===== src/rtl/store_bus_writer_if.sv =====
// store_bus_writer_if: mnemonic type and data-bus write interface for store_bus_writer
//  master: bus_wr, bus_addr, bus_byteen, bus_wrdata out; bus_ack, bus_err in
//  slave : the reverse direction
package store_bus_writer_pkg;
  typedef enum logic [3:0] {
    MN_INVALID, LB, LH, LW, LBU, LHU, SB, SH, SW, ADDI
  } RV32I_INSTRUCTION_MNEMONIC_t;
endpackage

interface store_bus_writer_if;
  logic        bus_wr;
  logic [31:0] bus_addr;
  logic [3:0]  bus_byteen;
  logic [31:0] bus_wrdata;
  logic        bus_ack;
  logic        bus_err;
  modport master(output bus_wr, bus_addr, bus_byteen, bus_wrdata, input bus_ack, bus_err);
  modport slave(input bus_wr, bus_addr, bus_byteen, bus_wrdata, output bus_ack, bus_err);
endinterface


===== src/rtl/store_bus_writer.sv =====
// store_bus_writer: turns an SB/SH/SW store into one byte-enabled write on the data bus
//  clk, rst (async, active-high); store_valid/mnemonic/store_addr/store_data from execute;
//  store_stall/store_done/store_fault to the core; bus (master modport) to the data bus.
//  Optional MISALIGN_TRAP_EN: misaligned SH/SW retire with a fault and never touch the bus.
module store_bus_writer
  import store_bus_writer_pkg::*;
#(
  parameter int TIMEOUT_CYCLES = 16,
  localparam int CNT_W = $clog2(TIMEOUT_CYCLES)
) (
  input  logic                        clk,
  input  logic                        rst,
  input  logic                        store_valid,
  input  RV32I_INSTRUCTION_MNEMONIC_t mnemonic,
  input  logic [31:0]                 store_addr,
  input  logic [31:0]                 store_data,
  output logic                        store_stall,
  output logic                        store_done,
  output logic                        store_fault,
  store_bus_writer_if.master          bus
);
  typedef enum logic [1:0] {IDLE, REQ, RESP} state_t;
  state_t           state_q, state_d;
  logic [CNT_W-1:0] cnt_q, cnt_d;
  logic [31:0]      addr_q, addr_d, wrdata_q, wrdata_d;
  logic [3:0]       byteen_q, byteen_d;
  logic             fault_q, fault_d;
  logic [1:0]       a;
  logic [3:0]       lane_be;
  logic [31:0]      lane_data;
  logic             bad;

  assign a         = store_addr[1:0];
  assign lane_be   = mnemonic == SB ? 4'b0001 << a : mnemonic == SH ? (a[1] ? 4'b1100 : 4'b0011) : 4'b1111;
  assign lane_data = mnemonic == SB ? {4{store_data[7:0]}} : mnemonic == SH ? {2{store_data[15:0]}} : store_data;
`ifdef MISALIGN_TRAP_EN
  assign bad = !(mnemonic inside {SB, SH, SW}) || (mnemonic == SH && a[0]) || (mnemonic == SW && a != 2'b00);
`else
  assign bad = !(mnemonic inside {SB, SH, SW});
`endif

  assign bus.bus_wr     = state_q == REQ;
  assign bus.bus_addr   = addr_q;
  assign bus.bus_byteen = byteen_q;
  assign bus.bus_wrdata = wrdata_q;

  always_comb begin
    state_d     = state_q;
    cnt_d       = cnt_q;
    addr_d      = addr_q;
    byteen_d    = byteen_q;
    wrdata_d    = wrdata_q;
    fault_d     = fault_q;
    store_stall = 1'b0;
    store_done  = 1'b0;
    store_fault = 1'b0;
    case (state_q)
      IDLE: begin
        store_stall = store_valid;
        cnt_d       = '0;
        if (store_valid) begin
          addr_d   = {store_addr[31:2], 2'b00};
          byteen_d = lane_be;
          wrdata_d = lane_data;
          fault_d  = bad;
          state_d  = bad ? RESP : REQ;
        end
      end
      REQ: begin
        store_stall = 1'b1;
        cnt_d       = cnt_q + 1'b1;
        // an ack on the last allowed cycle still wins over the timeout
        if (bus.bus_ack) begin
          fault_d = bus.bus_err;
          state_d = RESP;
        end else if (cnt_q == CNT_W'(TIMEOUT_CYCLES - 1)) begin
          fault_d = 1'b1;
          state_d = RESP;
        end
      end
      RESP: begin
        store_done  = 1'b1;
        store_fault = fault_q;
        state_d     = IDLE;
      end
      default: state_d = IDLE;
    endcase
  end

  always_ff @(posedge clk or posedge rst) begin
    if (rst) begin
      state_q  <= IDLE;
      cnt_q    <= '0;
      addr_q   <= '0;
      byteen_q <= '0;
      wrdata_q <= '0;
      fault_q  <= 1'b0;
    end else begin
      state_q  <= state_d;
      cnt_q    <= cnt_d;
      addr_q   <= addr_d;
      byteen_q <= byteen_d;
      wrdata_q <= wrdata_d;
      fault_q  <= fault_d;
    end
  end
endmodule


===== src/flat_wrapper.sv =====
// flat-port wrapper written by rule: the top's interface ports become plain ports
module store_bus_writer_flat import store_bus_writer_pkg::*;
#(
  parameter int TIMEOUT_CYCLES = 16,
  localparam int CNT_W = $clog2(TIMEOUT_CYCLES)
)
  (clk, rst, store_valid, mnemonic, store_addr, store_data, store_stall, store_done, store_fault, bus_bus_wr, bus_bus_addr, bus_bus_byteen, bus_bus_wrdata, bus_bus_ack, bus_bus_err);
  store_bus_writer_if bus_i ();
  input  logic clk;
  input  logic rst;
  input  logic store_valid;
  input  RV32I_INSTRUCTION_MNEMONIC_t mnemonic;
  input  logic [31:0] store_addr;
  input  logic [31:0] store_data;
  output logic store_stall;
  output logic store_done;
  output logic store_fault;
  output wire logic [$bits(bus_i.bus_wr)-1:0] bus_bus_wr;
  output wire logic [$bits(bus_i.bus_addr)-1:0] bus_bus_addr;
  output wire logic [$bits(bus_i.bus_byteen)-1:0] bus_bus_byteen;
  output wire logic [$bits(bus_i.bus_wrdata)-1:0] bus_bus_wrdata;
  input wire logic [$bits(bus_i.bus_ack)-1:0] bus_bus_ack;
  input wire logic [$bits(bus_i.bus_err)-1:0] bus_bus_err;
  assign bus_bus_wr = bus_i.bus_wr;
  assign bus_bus_addr = bus_i.bus_addr;
  assign bus_bus_byteen = bus_i.bus_byteen;
  assign bus_bus_wrdata = bus_i.bus_wrdata;
  assign bus_i.bus_ack = bus_bus_ack;
  assign bus_i.bus_err = bus_bus_err;
  store_bus_writer #(.TIMEOUT_CYCLES(TIMEOUT_CYCLES)) u_core (.clk(clk), .rst(rst), .store_valid(store_valid), .mnemonic(mnemonic), .store_addr(store_addr), .store_data(store_data), .store_stall(store_stall), .store_done(store_done), .store_fault(store_fault), .bus(bus_i));
endmodule

===== config.mk =====
export PLATFORM = sky130hd
export DESIGN_NAME = store_bus_writer_flat
export DESIGN_NICKNAME = d
export VERILOG_FILES = /design/src/rtl/store_bus_writer_if.sv /design/src/rtl/store_bus_writer.sv /design/src/flat_wrapper.sv
export SDC_FILE = /design/constraint.sdc
export NUM_CORES = 1
export LEC_CHECK = 0
export BUFFER_PORTS_ARGS = -buffer_cell sky130_fd_sc_hd__buf_2
export CORE_ASPECT_RATIO = 2
export CORE_MARGIN = 4
export CORE_UTILIZATION = 52
export CTS_BUF_LIST = sky130_fd_sc_hd__clkbuf_4
export DETAILED_ROUTE_END_ITERATION = 16
export GPL_ROUTABILITY_DRIVEN = 1
export PLACE_DENSITY = 0.88
export SYNTH_ARGS = -nofsm -noshare
export SYNTH_HDL_FRONTEND = slang
export SYNTH_SLANG_ARGS = --single-unit

===== constraint.sdc =====
create_clock -name clk -period 3.35 [get_ports clk]
set_input_delay 0.335 -clock clk [delete_from_list [all_inputs] [get_ports clk]]
set_output_delay 0.335 -clock clk [all_outputs]
set_load 0.05 [all_outputs]

Word-level counts from Yosys, hierarchy flattened
Index checks and enable logic that the tools add are counted.
W data, S select, Z words.
{"block": "totals", "ramBits": 0, "reg_bits": 73, "rom_bits": 0, "input_bits": 73, "output_inout_bits": 72, "memories": 0, "elab_cells": 41, "latch_bits": 0}
{"block": "classes", "reduce_logical": 7, "div_mod_pow": 0, "mul": 0, "mux": 18, "n_bitwise": 0, "n_addsub": 1, "eq_ne": 8, "shift": 1, "magnitude_cmp": 0}
{"operator": "$mux W32", "count": 2}
{"operator": "$mux W4", "count": 3}
{"operator": "$eq A4 B3 Y1 const B", "count": 2}
{"operator": "$eq A4 B4 Y1 const B", "count": 2}
{"operator": "$mux W2", "count": 4}
{"operator": "$pmux W4 S2", "count": 1}
{"operator": "$mux W1", "count": 5}
{"operator": "$add A4 B1 Y4 const B", "count": 1}
{"operator": "$pmux W1 S2", "count": 2}
{"operator": "$pmux W2 S2", "count": 1}
{"operator": "$reduce_and A2 Y1", "count": 2}
{"operator": "$shl A1 B2 Y4 const A", "count": 1}
{"operator": "$ne A3 B1 Y1 const B", "count": 1}
{"operator": "$reduce_and A3 Y1", "count": 1}
{"operator": "$reduce_bool A3 Y1", "count": 1}
{"operator": "$eq A2 B1 Y1 const B", "count": 1}
{"operator": "$eq A2 B2 Y1 const B", "count": 1}
{"operator": "$logic_not A2 Y1", "count": 1}
{"operator": "$ne A2 B2 Y1 const B", "count": 1}
{"operator": "$reduce_bool A2 Y1", "count": 1}
{"operator": "$logic_not A1 Y1", "count": 1}

Longest topological paths before layout
Gate-level depths: netlist (run 1).
{"block": "depth", "word_depth": 5, "depth_mapped": 6, "depth_no_buf": 4}

Worst setup path after synthesis (run 1)
Ideal clock, no wire load.
{"block": "synth_timing", "path_type": "reg-to-output", "start": "register u_core.state_q[1]", "end": "output port store_fault", "n_path_buf": 1, "stages_incl_launch_ff": 4, "path_slack_ps": 1057, "t_required_ps": 3015, "t_arrival_ps": 1958, "cell_sequence": "dfrtp_1 clkbuf_1 nor2b_1 and2_1"}
{"block": "synth_between", "elab_chain_cells": 2}
{"item": "start: declaration", "line": "store_bus_writer.sv:23", "source": "state_t state_q, state_d;"}
{"item": "start signal: assignment", "line": "store_bus_writer.sv:99", "source": "state_q <= state_d;"}
{"item": "$eq A2 B2 Y1", "line": "store_bus_writer.sv:57", "source": "case (state_q)"}
{"item": "$mux W1", "line": "store_bus_writer.sv:57"}
{"item": "end: declaration", "line": "flat_wrapper.sv:17", "source": "output logic store_fault;"}
Every way passes these cells.

Worst setup path in the final report (run 1)
Same ends and word-level chain as after synthesis.

==> results of run 1 <==
-- layout by cell type (no fill, tap or decap) --
| cell | n |
|---|---|
| sky130_fd_sc_hd__or2_2 | 1 |
| sky130_fd_sc_hd__inv_1 | 1 |
| sky130_fd_sc_hd__clkinv_2 | 3 |
| sky130_fd_sc_hd__o2bb2ai_1 | 1 |
| sky130_fd_sc_hd__nand3b_1 | 1 |
| sky130_fd_sc_hd__a31o_2 | 1 |
| sky130_fd_sc_hd__and3b_1 | 1 |
| sky130_fd_sc_hd__buf_4 | 5 |
| sky130_fd_sc_hd__nor2b_1 | 1 |
| sky130_fd_sc_hd__nor4bb_1 | 1 |
| sky130_fd_sc_hd__nand2_1 | 36 |
| sky130_fd_sc_hd__mux2i_1 | 1 |
| sky130_fd_sc_hd__clkbuf_4 | 11 |
| sky130_fd_sc_hd__mux2_2 | 39 |
| sky130_fd_sc_hd__clkinv_1 | 2 |
| sky130_fd_sc_hd__a41oi_1 | 8 |
| sky130_fd_sc_hd__nor3b_4 | 1 |
| sky130_fd_sc_hd__nand4_1 | 1 |
| sky130_fd_sc_hd__a21oi_1 | 3 |
| sky130_fd_sc_hd__or4b_2 | 1 |
| sky130_fd_sc_hd__o21bai_1 | 1 |
| sky130_fd_sc_hd__buf_2 | 142 |
| sky130_fd_sc_hd__dfrtp_1 | 73 |
| sky130_fd_sc_hd__nand2b_1 | 5 |
| sky130_fd_sc_hd__inv_2 | 1 |
| sky130_fd_sc_hd__nor2_1 | 31 |
| sky130_fd_sc_hd__ha_1 | 1 |
| sky130_fd_sc_hd__a22o_1 | 3 |
| sky130_fd_sc_hd__o21ai_0 | 11 |
| sky130_fd_sc_hd__a31oi_1 | 19 |
| sky130_fd_sc_hd__nand4b_1 | 1 |
| sky130_fd_sc_hd__nand3_1 | 11 |
| sky130_fd_sc_hd__and2_1 | 1 |
| sky130_fd_sc_hd__conb_1 | 2 |
-- where the power goes --
part	internal, uW	switching [uW]	total [uW]
combinational	309	899	1210
sequential	1060	98.9	1160
clock	161	281	443
total	1530	1280	2810
-- layout make-up --
type,instances,area [um2]
fill,491,1980
inverter,2,7.51
sequential,73,1830
tap,63,78.8
clock inverter,5,22.5
timing repair buffer,147,748
multi-input combinational,183,1210
clock buffer,11,82.6
-- per-stage QoR --
step / setup slack (ns) / hold slack [ns] / utilization / std cells / instance area, um2
after floorplan: 1.06 / 0.483 / - / 279 / 3170
after global placement: 1.44 / 0.483 / 0.649 / 468 / 3870
after detailed placement: 1.33 / 0.490 / 0.649 / 468 / 3870
after CTS: 1.41 / 0.119 / 0.667 / 484 / 3970
after global routing: 1.36 / 0.118 / 0.667 / 484 / 3970
final: 1.44 / 0.147 / 0.667 / 484 / 3970
-- worst paths after layout --
check / from / to / cells past startpoint
min reg2reg: u_core.bus.bus_addr[29]$_DFFE_PP0P_ / u_core.bus.bus_addr[29]$_DFFE_PP0P_ / 1
max in group asynchronous: rst / u_core.bus.bus_wrdata[0]$_DFFE_PP0P_ / 3
max: u_core.state_q[1]$_DFFE_PP0P_ / store_fault / 3
min: store_addr[22] / u_core.bus.bus_addr[22]$_DFFE_PP0P_ / 2
max reg2reg: u_core.state_q[1]$_DFFE_PP0P_ / u_core.bus.bus_wrdata[3]$_DFFE_PP0P_ / 3
min in group asynchronous: rst / u_core.bus.bus_addr[26]$_DFFE_PP0P_ / 2
-- cells in the mapped netlist (2+ instances only) --
cell / n
sky130_fd_sc_hd__dfrtp_1: 73
sky130_fd_sc_hd__mux2_2: 39
sky130_fd_sc_hd__nand2_1: 36
sky130_fd_sc_hd__nor2_1: 31
sky130_fd_sc_hd__a31oi_1: 19
sky130_fd_sc_hd__nand3_1: 11
sky130_fd_sc_hd__o21ai_0: 11
sky130_fd_sc_hd__buf_4: 9
sky130_fd_sc_hd__a41oi_1: 8
sky130_fd_sc_hd__clkbuf_1: 6
sky130_fd_sc_hd__buf_2: 5
sky130_fd_sc_hd__nand2b_1: 5
sky130_fd_sc_hd__a21oi_1: 3
sky130_fd_sc_hd__a22o_1: 3
sky130_fd_sc_hd__inv_1: 2
-- kinds of logic (layout without fill, tap and decap cells) --
group	count (synthesis)	count (layout)	synth area share
other	1	2	0.00119
AND/OR/NAND/NOR	93	93	0.135
buffers and inverters	23	165	0.0423
adder cells (fa/ha/maj)	1	1	0.00396
flip-flops	73	73	0.578
AO/OA/AOI/OAI	47	47	0.0981
multiplexers	40	40	0.142
-- flip-flops by register name (all words and copies together) (netlist names) --
register,cells
u_core.state_q,2
u_core.bus.bus_wrdata,32
u_core.cnt_q,4
u_core.bus.bus_addr,30
u_core.fault_q,1
u_core.bus.bus_byteen,4
-- per-layer routing --
layer	part of all wire	vias up	GRT usage	routed length, um
li1	-	1251	-	-
met1	0.35	1231	0.236	2760
met2	0.54	124	0.380	4220
met3	0.069	18	0.0485	535
met4	0.036	0	0.120	282
met5	0	-	0	0
==> results.env, run 1 <==
FINAL_PERIOD_MINUS_WORST_SETUP_SLACK_NS=1.91
SYNTH_EDF_COUNT=0
DIE_W_UM=63.2
SYNTH_SEQ_CELLS=73
CRIT_PATH_END_KIND='output port'
CTS.REPAIR.RESIZED=0
WORST-PATH-MAX-FANOUT=12
FINALNETCOUNT=490
MEAN_ROUTED_WIRELENGTH_PER_CELL_UM=16.1
SYNTH_AREA_LEADERS='sky130_fd_sc_hd__dfrtp_1 58%, sky130_fd_sc_hd__mux2_2 14%, sky130_fd_sc_hd__nand2_1 4.3%'
GLOBALROUTE.TOTALOVERFLOW=0
MAPPEDNETLISTAREA_MM2=0.00316
SYNTH-WARNING-COUNT=0
GRT_ANTENNA_BEFORE_REPAIR=0
SYN2LAYOUT_AREA_GROWTH_PCT=25.6
NETLIST.TOP_CELL.BY_AREA='sky130_fd_sc_hd__dfrtp_1'
CTS_SINKS=73
GP_CONGESTION=0.795
HOLDCRITPATHCLASS='input pin to flop'
SYNTH_FLOP_CELL='sky130_fd_sc_hd__dfrtp_1'
GRT_PASS1_WL_UM=12600
SLEW_HEADROOM=0.303
POWER.STATIC_LEAKAGE_uW=0.00191
DIE_H_UM=118
DR.PASS1.ITERS=4
CLOCK_INSERTION_DELAY_WORST_SKEW_NS=0.41
GRT_USE_TOTAL=0.217
FINAL_SETUP_SKEW_NS=0.0115
TRITONCTS='yes'
FINALSETUPVIOLATIONS=0
RRSETUPSLACK_NS=1.53
CTSLONGESTPATHBUFFERS=2
SLEW_AT_THE_PIN_CLOSEST_TO_ITS_MAX_SLEW_LIMIT_NS=1.04
SETUP_TNS_NS=0
RSZ_0062_RAISED_AFTER_GLOBAL_ROUTING='no'
INITIAL_UTILIZATION=0.531
TOTALWIRELENGTH_UM=7800
POSTCTSSETUPBUFFERS=0
CRITPATHLAUNCHTYPE='flop'
HOLD_VIOLATIONS=0
NETLIST-CELL-TYPE-COUNT=32
SYNTHARSTFLOPSHARE=1.00
LAYOUT_WORST_PATH_CYCLE_SHARE=0.570
VIASPERCELL=5.42
ROOT_BUFFER='sky130_fd_sc_hd__clkbuf_4'
TIMING.FMAX_MHz=523
DR_TOTAL_VIAS=2624
CLK_TRANSITION_REPORTED_PATHS_NS=0.11
MAX-CAP-VIOLATIONS=0
FIRST_ITER_VIOLATIONS=91
BOUNDARYPINS=145
SLOWEST_STAGE='sky130_fd_sc_hd__dfrtp_1'
POWER_DENSITY_mW_PER_MM2=707
IO_BUFFER_COUNT=142
TIMING.CRITICAL_PATH.ARRIVAL_NS=1.58
DP_HPWL_UM=6020
TIMING.CRITICAL_PATH.CELLS='nor2b_1 > and2_1 > buf_2'
CLOCK_TREE.HTREE_LEVEL_COUNT=3
PLACEMENT_ROWS=40
CRIT_REQUIRED_NS=3.01
CPLARGESTDELAYFAMILY='flip-flops'
SYNTH_LARGEST_TYPE_AREA_FRACTION=0.578
CTS_HOLD_BUFFERS=0
DRT.ANTENNA.VIOLATING_NETS=0
DRIVE_ABOVE_1_SHARE=0.487
RUN_STATUS='complete, no violations'
GRT_PASS1_VIAS=2600
CRITICAL_PATH.N_BUFFERS_INVERTERS=1
CORE_REGION_MM2=0.00596
SYNTH_SEQ_AREA_SHARE=0.578
POSTSYNTHCELLCOUNT=278
ROUTE.DETAILED.DRC=0
WORST_IR_DROP_VDD_uV=481
CTS-BUFFERS-INSERTED=9
TIMING.FINAL.MAX_SLEW_VIOLATIONS=0
FP.DIEAREA_MM2=0.00747
NUMBER_OF_ANTENNA_DIODES=0
AVGSYNTHCELLAREA_UM2=11.4
PATH_CLASS='flop to output port'
GRT_MAX_DEGREE=67
CRITICAL-PATH-MAX-STAGE-DELAY_NS=0.59
FIN_TOTAL_PWR_uW=2810
(Power assumes the default switching activity.)
==> run 2, diff against run 1 <==
--- a/config.mk
+++ b/config.mk
@@ -8,11 +8,11 @@
 export BUFFER_PORTS_ARGS = -buffer_cell sky130_fd_sc_hd__buf_2
 export CORE_ASPECT_RATIO = 2
 export CORE_MARGIN = 4
-export CORE_UTILIZATION = 52
+export CORE_UTILIZATION = 48
 export CTS_BUF_LIST = sky130_fd_sc_hd__clkbuf_4
 export DETAILED_ROUTE_END_ITERATION = 16
 export GPL_ROUTABILITY_DRIVEN = 1
-export PLACE_DENSITY = 0.88
+export PLACE_DENSITY = 0.82
 export SYNTH_ARGS = -nofsm -noshare
 export SYNTH_HDL_FRONTEND = slang
 export SYNTH_SLANG_ARGS = --single-unit
==> constraint.sdc (replaced) <==
create_clock -name clk -period 1.9 [get_ports clk]
set_input_delay 0.19 -clock clk [delete_from_list [all_inputs] [get_ports clk]]
set_output_delay 0.19 -clock clk [all_outputs]
set_load 0.05 [all_outputs]
==> run 2 against run 1 <==
Effect of this change: first-iteration DRC count rose by 84%; hold slack got worse by 0.11 ns; via count rose by 6.9%; largest cell class unchanged; largest power group unchanged; total power rose by 84%; count of clock-buffer cells in the layout fell by 1; critical endpoint is now bus_bus_wr; sequential cell count did not move; clock power rose by 110%; global-route usage rose by 0.98 points; setup slack got worse by 1.2 ns; critical path depth did not move; critical path type unchanged; combinational power rose by 83%; non-clock buffer count rose by 42.
==> results.env, run 2 (synthesis gave the netlist of run 1 again) <==
RSZ_0062_RAISED_AFTER_GLOBAL_ROUTING='no'  # unchanged
DRT.ANTENNA.VIOLATING_NETS=0  # unchanged
SYN2LAYOUT_AREA_GROWTH_PCT=41.1  # was 25.6%
FIN_TOTAL_PWR_uW=5180  # was 2810 uW
FINAL_PERIOD_MINUS_WORST_SETUP_SLACK_NS=1.68
PATH_CLASS='flop to output port'  # unchanged
FINAL_CRITICAL_PATH_SETUP_SLACK_NS=0.218  # was 1.44 ns
CORE_REGION_MM2=0.00636  # was 0.00596 mm2
MOST_USED_CELLS_IN_THE_LAYOUT_EXCLUDING_FILL_AND_TAP_CELLS='142 x sky130_fd_sc_hd__buf_2, 72 x sky130_fd_sc_hd__dfrtp_1, 39 x sky130_fd_sc_hd__mux2_2, 39 x sky130_fd_sc_hd__dlygate4sd3_1, 36 x sky130_fd_sc_hd__nand2_1'  # was 142 x sky130_fd_sc_hd__buf_2, 73 x sky130_fd_sc_hd__dfrtp_1, 39 x sky130_fd_sc_hd__mux2_2
GRT.MET1_USAGE=0.243  # was 0.236
ROOT_BUFFER='sky130_fd_sc_hd__clkbuf_4'  # unchanged
VIASPERCELL=5.12  # was 5.42
WORST_R2R_STARTPOINT='u_core.state_q[0]$_DFFE_PP0P_'  # was u_core.state_q[1]$_DFFE_PP0P_
CRIT_REQUIRED_NS=1.71  # was 3.01 ns
CRIT_PATH_END_KIND='output port'  # unchanged
FP.DIEAREA_MM2=0.00803  # was 0.00747 mm2
FILL_CELLS=511  # was 491
POWER_DENSITY_mW_PER_MM2=1160  # was 707 mW/mm2
POSTLAYOUTCOREUTIL=0.702  # was 0.667
DIE_W_UM=65.4  # was 63.2 um
HOLD_VIOLATIONS=0  # unchanged
CLOCK_INSERTION_DELAY_WORST_SKEW_NS=0.41  # about the same
INITIAL_UTILIZATION=0.497  # was 0.531
MAX-CAP-VIOLATIONS=0  # unchanged
GLOBALROUTE.TOTALOVERFLOW=0  # unchanged
FINALNETCOUNT=532  # was 490
LEADING_CELL_TYPE_IN_THE_LAYOUT_FILL_AND_TAPS_EXCLUDED='sky130_fd_sc_hd__buf_2'  # unchanged
CTSLONGESTPATHBUFFERS=2  # unchanged
IO_BUFFER_COUNT=142  # unchanged
TIMING.FINAL.MAX_SLEW_VIOLATIONS=0  # unchanged
WORST_IR_DROP_VDD_uV=748  # was 481 uV
POWER.STATIC_LEAKAGE_uW=0.00210  # was 0.00191 uW
CTS_SINKS=73  # unchanged
HOLDCRITPATHCLASS='input pin to flop'  # unchanged
GLOBAL_ROUTE.USAGE.MET3=0.0595  # was 0.0485
PLACEMENT_ROWS=41  # was 40
CRITPATHLAUNCHTYPE='flop'  # unchanged
CLOCK_TREE.HTREE_LEVEL_COUNT=3  # unchanged
ROUTE.DETAILED.DRC=0  # unchanged
CLK_TRANSITION_REPORTED_PATHS_NS=0.11  # about the same
DIE_H_UM=123  # was 118 um
GRT_MOST_USED_LAYER='met2'  # unchanged
TIMING.FMAX_MHz=594
DRIVE_ABOVE_1_SHARE=0.452  # was 0.487
WORST_SETUP_PATH_STARTPOINT='u_core.state_q[1]$_DFFE_PP0P_'  # unchanged
BOUNDARYPINS=145  # unchanged
GRT_MAX_DEGREE=74  # was 67
CTS-BUFFERS-INSERTED=9  # unchanged
FINALSETUPVIOLATIONS=0  # unchanged
GRT_PASS1_WL_UM=13600  # was 12600 um
RUN_STATUS='complete, no violations'  # unchanged
DR.PASS1.ITERS=5  # was 4
FIRST_ITER_VIOLATIONS=167  # was 91
TRITONCTS='yes'  # unchanged
GRT_USE_TOTAL=0.227  # was 0.217
TOTALWIRELENGTH_UM=8740  # was 7800 um
GRT_PASS1_VIAS=2900  # was 2600
DR_TOTAL_VIAS=2805  # was 2624
TIMING.CRITICAL_PATH.CELLS='nand2b_1 > inv_1 > buf_2'  # was nor2b_1 > and2_1 > buf_2
CPLARGESTDELAYFAMILY='flip-flops'  # unchanged
SLEW_HEADROOM=0.665  # was 0.303
POSTCTSSETUPBUFFERS=0  # unchanged
SETUP_TNS_NS=0  # unchanged
TIMING.CRITICAL_PATH.ARRIVAL_NS=1.49  # was 1.58 ns
LAYOUT_WORST_PATH_CYCLE_SHARE=0.885
LARGEST_REG_FLOPS=32  # unchanged
SLOWEST_STAGE='sky130_fd_sc_hd__dfrtp_2'  # was sky130_fd_sc_hd__dfrtp_1
NUMBER_OF_ANTENNA_DIODES=0  # unchanged
FINAL_SETUP_SKEW_NS=0.0139  # was 0.0115 ns
GP_CONGESTION=0.746  # was 0.795
CRITICAL-PATH-MAX-STAGE-DELAY_NS=0.50  # was 0.59 ns
MEAN_ROUTED_WIRELENGTH_PER_CELL_UM=16.0  # was 16.1 um
DP_HPWL_UM=6120  # was 6020 um
HOLD_PATH_STARTPOINT='store_data[23]'  # was store_addr[22]
PLACE_WS_NS=0.273  # was 1.33 ns
GLOBAL_ROUTING_MET2_RESOURCE_UTILIZATION=0.408  # was 0.380
CRITICAL_PATH.N_BUFFERS_INVERTERS=2  # was 1
GRT_ANTENNA_BEFORE_REPAIR=0  # unchanged
WORST-PATH-MAX-FANOUT=12  # unchanged
SLEW_AT_THE_PIN_CLOSEST_TO_ITS_MAX_SLEW_LIMIT_NS=0.502  # was 1.04 ns
==> run 2: path summary, 6_finish.rpt <==
check                                                        endpoint  slack [ns]  depth (start not counted)
worst max-delay path                                       bus_bus_wr        0.22                          3
worst min-delay path            u_core.bus.bus_wrdata[23]$_DFFE_PP0P_        0.04                          3
worst max register to register   u_core.bus.bus_wrdata[6]$_DFFE_PP0P_        0.26                          3
worst min register to register    u_core.bus.bus_addr[16]$_DFFE_PP0P_        0.51                          1
max in group asynchronous         u_core.bus.bus_addr[13]$_DFFE_PP0P_        0.94                          4
min in group asynchronous        u_core.bus.bus_wrdata[0]$_DFFE_PP0P_        0.35                          3
==> run 2: metal layers <==
| layer | wire [um] | share of wire | up-vias |
|---|---|---|---|
| li1 | - | - | 1329 |
| met1 | 3170 | 0.36 | 1352 |
| met2 | 4840 | 0.55 | 105 |
| met3 | 509 | 0.058 | 19 |
| met4 | 226 | 0.026 | 0 |
| met5 | 0 | 0 | - |
==> run 2: cell type report <==
class | count | area [um2] | share of cell area
Clock buffer | 10 | 75.1 | 0.0168
Tap cell | 86 | 108 | 0.0241
Multi-Input combinational cell | 183 | 1210 | 0.271
Timing Repair Buffer | 189 | 1190 | 0.266
Sequential cell | 73 | 1830 | 0.409
Inverter | 2 | 11.3 | 0.00252
Clock inverter | 5 | 47.5 | 0.0107
==> run 2: repair_timing <==
action,4_1_cts,5_1_grt
endpoints found under the setup margin,0,1
endpoints found under the hold margin,58,0
gates resized for setup,0,1
hold buffers,39,0
==> run 2: where the power goes <==
group | internal (uW) | leakage, uW | switching (uW) | total, uW
Combinational | 610 | 0.00119 | 1600 | 2210
Clock | 397 | 0.0000711 | 515 | 912
Sequential | 1870 | 0.000839 | 180 | 2050
Total | 2880 | 0.00210 | 2300 | 5180
==> run 2: stage by stage <==
stage	hold WS (ns)	instance area [um2]	instances
finish	0.0380	4460	548
global route	0.00291	4460	548
CTS	0.00446	4460	548
detailed placement	0.254	3950	494
global placement	0.253	3950	494
floorplan	0.338	3170	279
==> run 2: worst min-delay path, stage by stage <==
cell and delay, ns:
sky130_fd_sc_hd__buf_2 0.11, sky130_fd_sc_hd__nand2_1 0.05, sky130_fd_sc_hd__a31oi_1 0.07
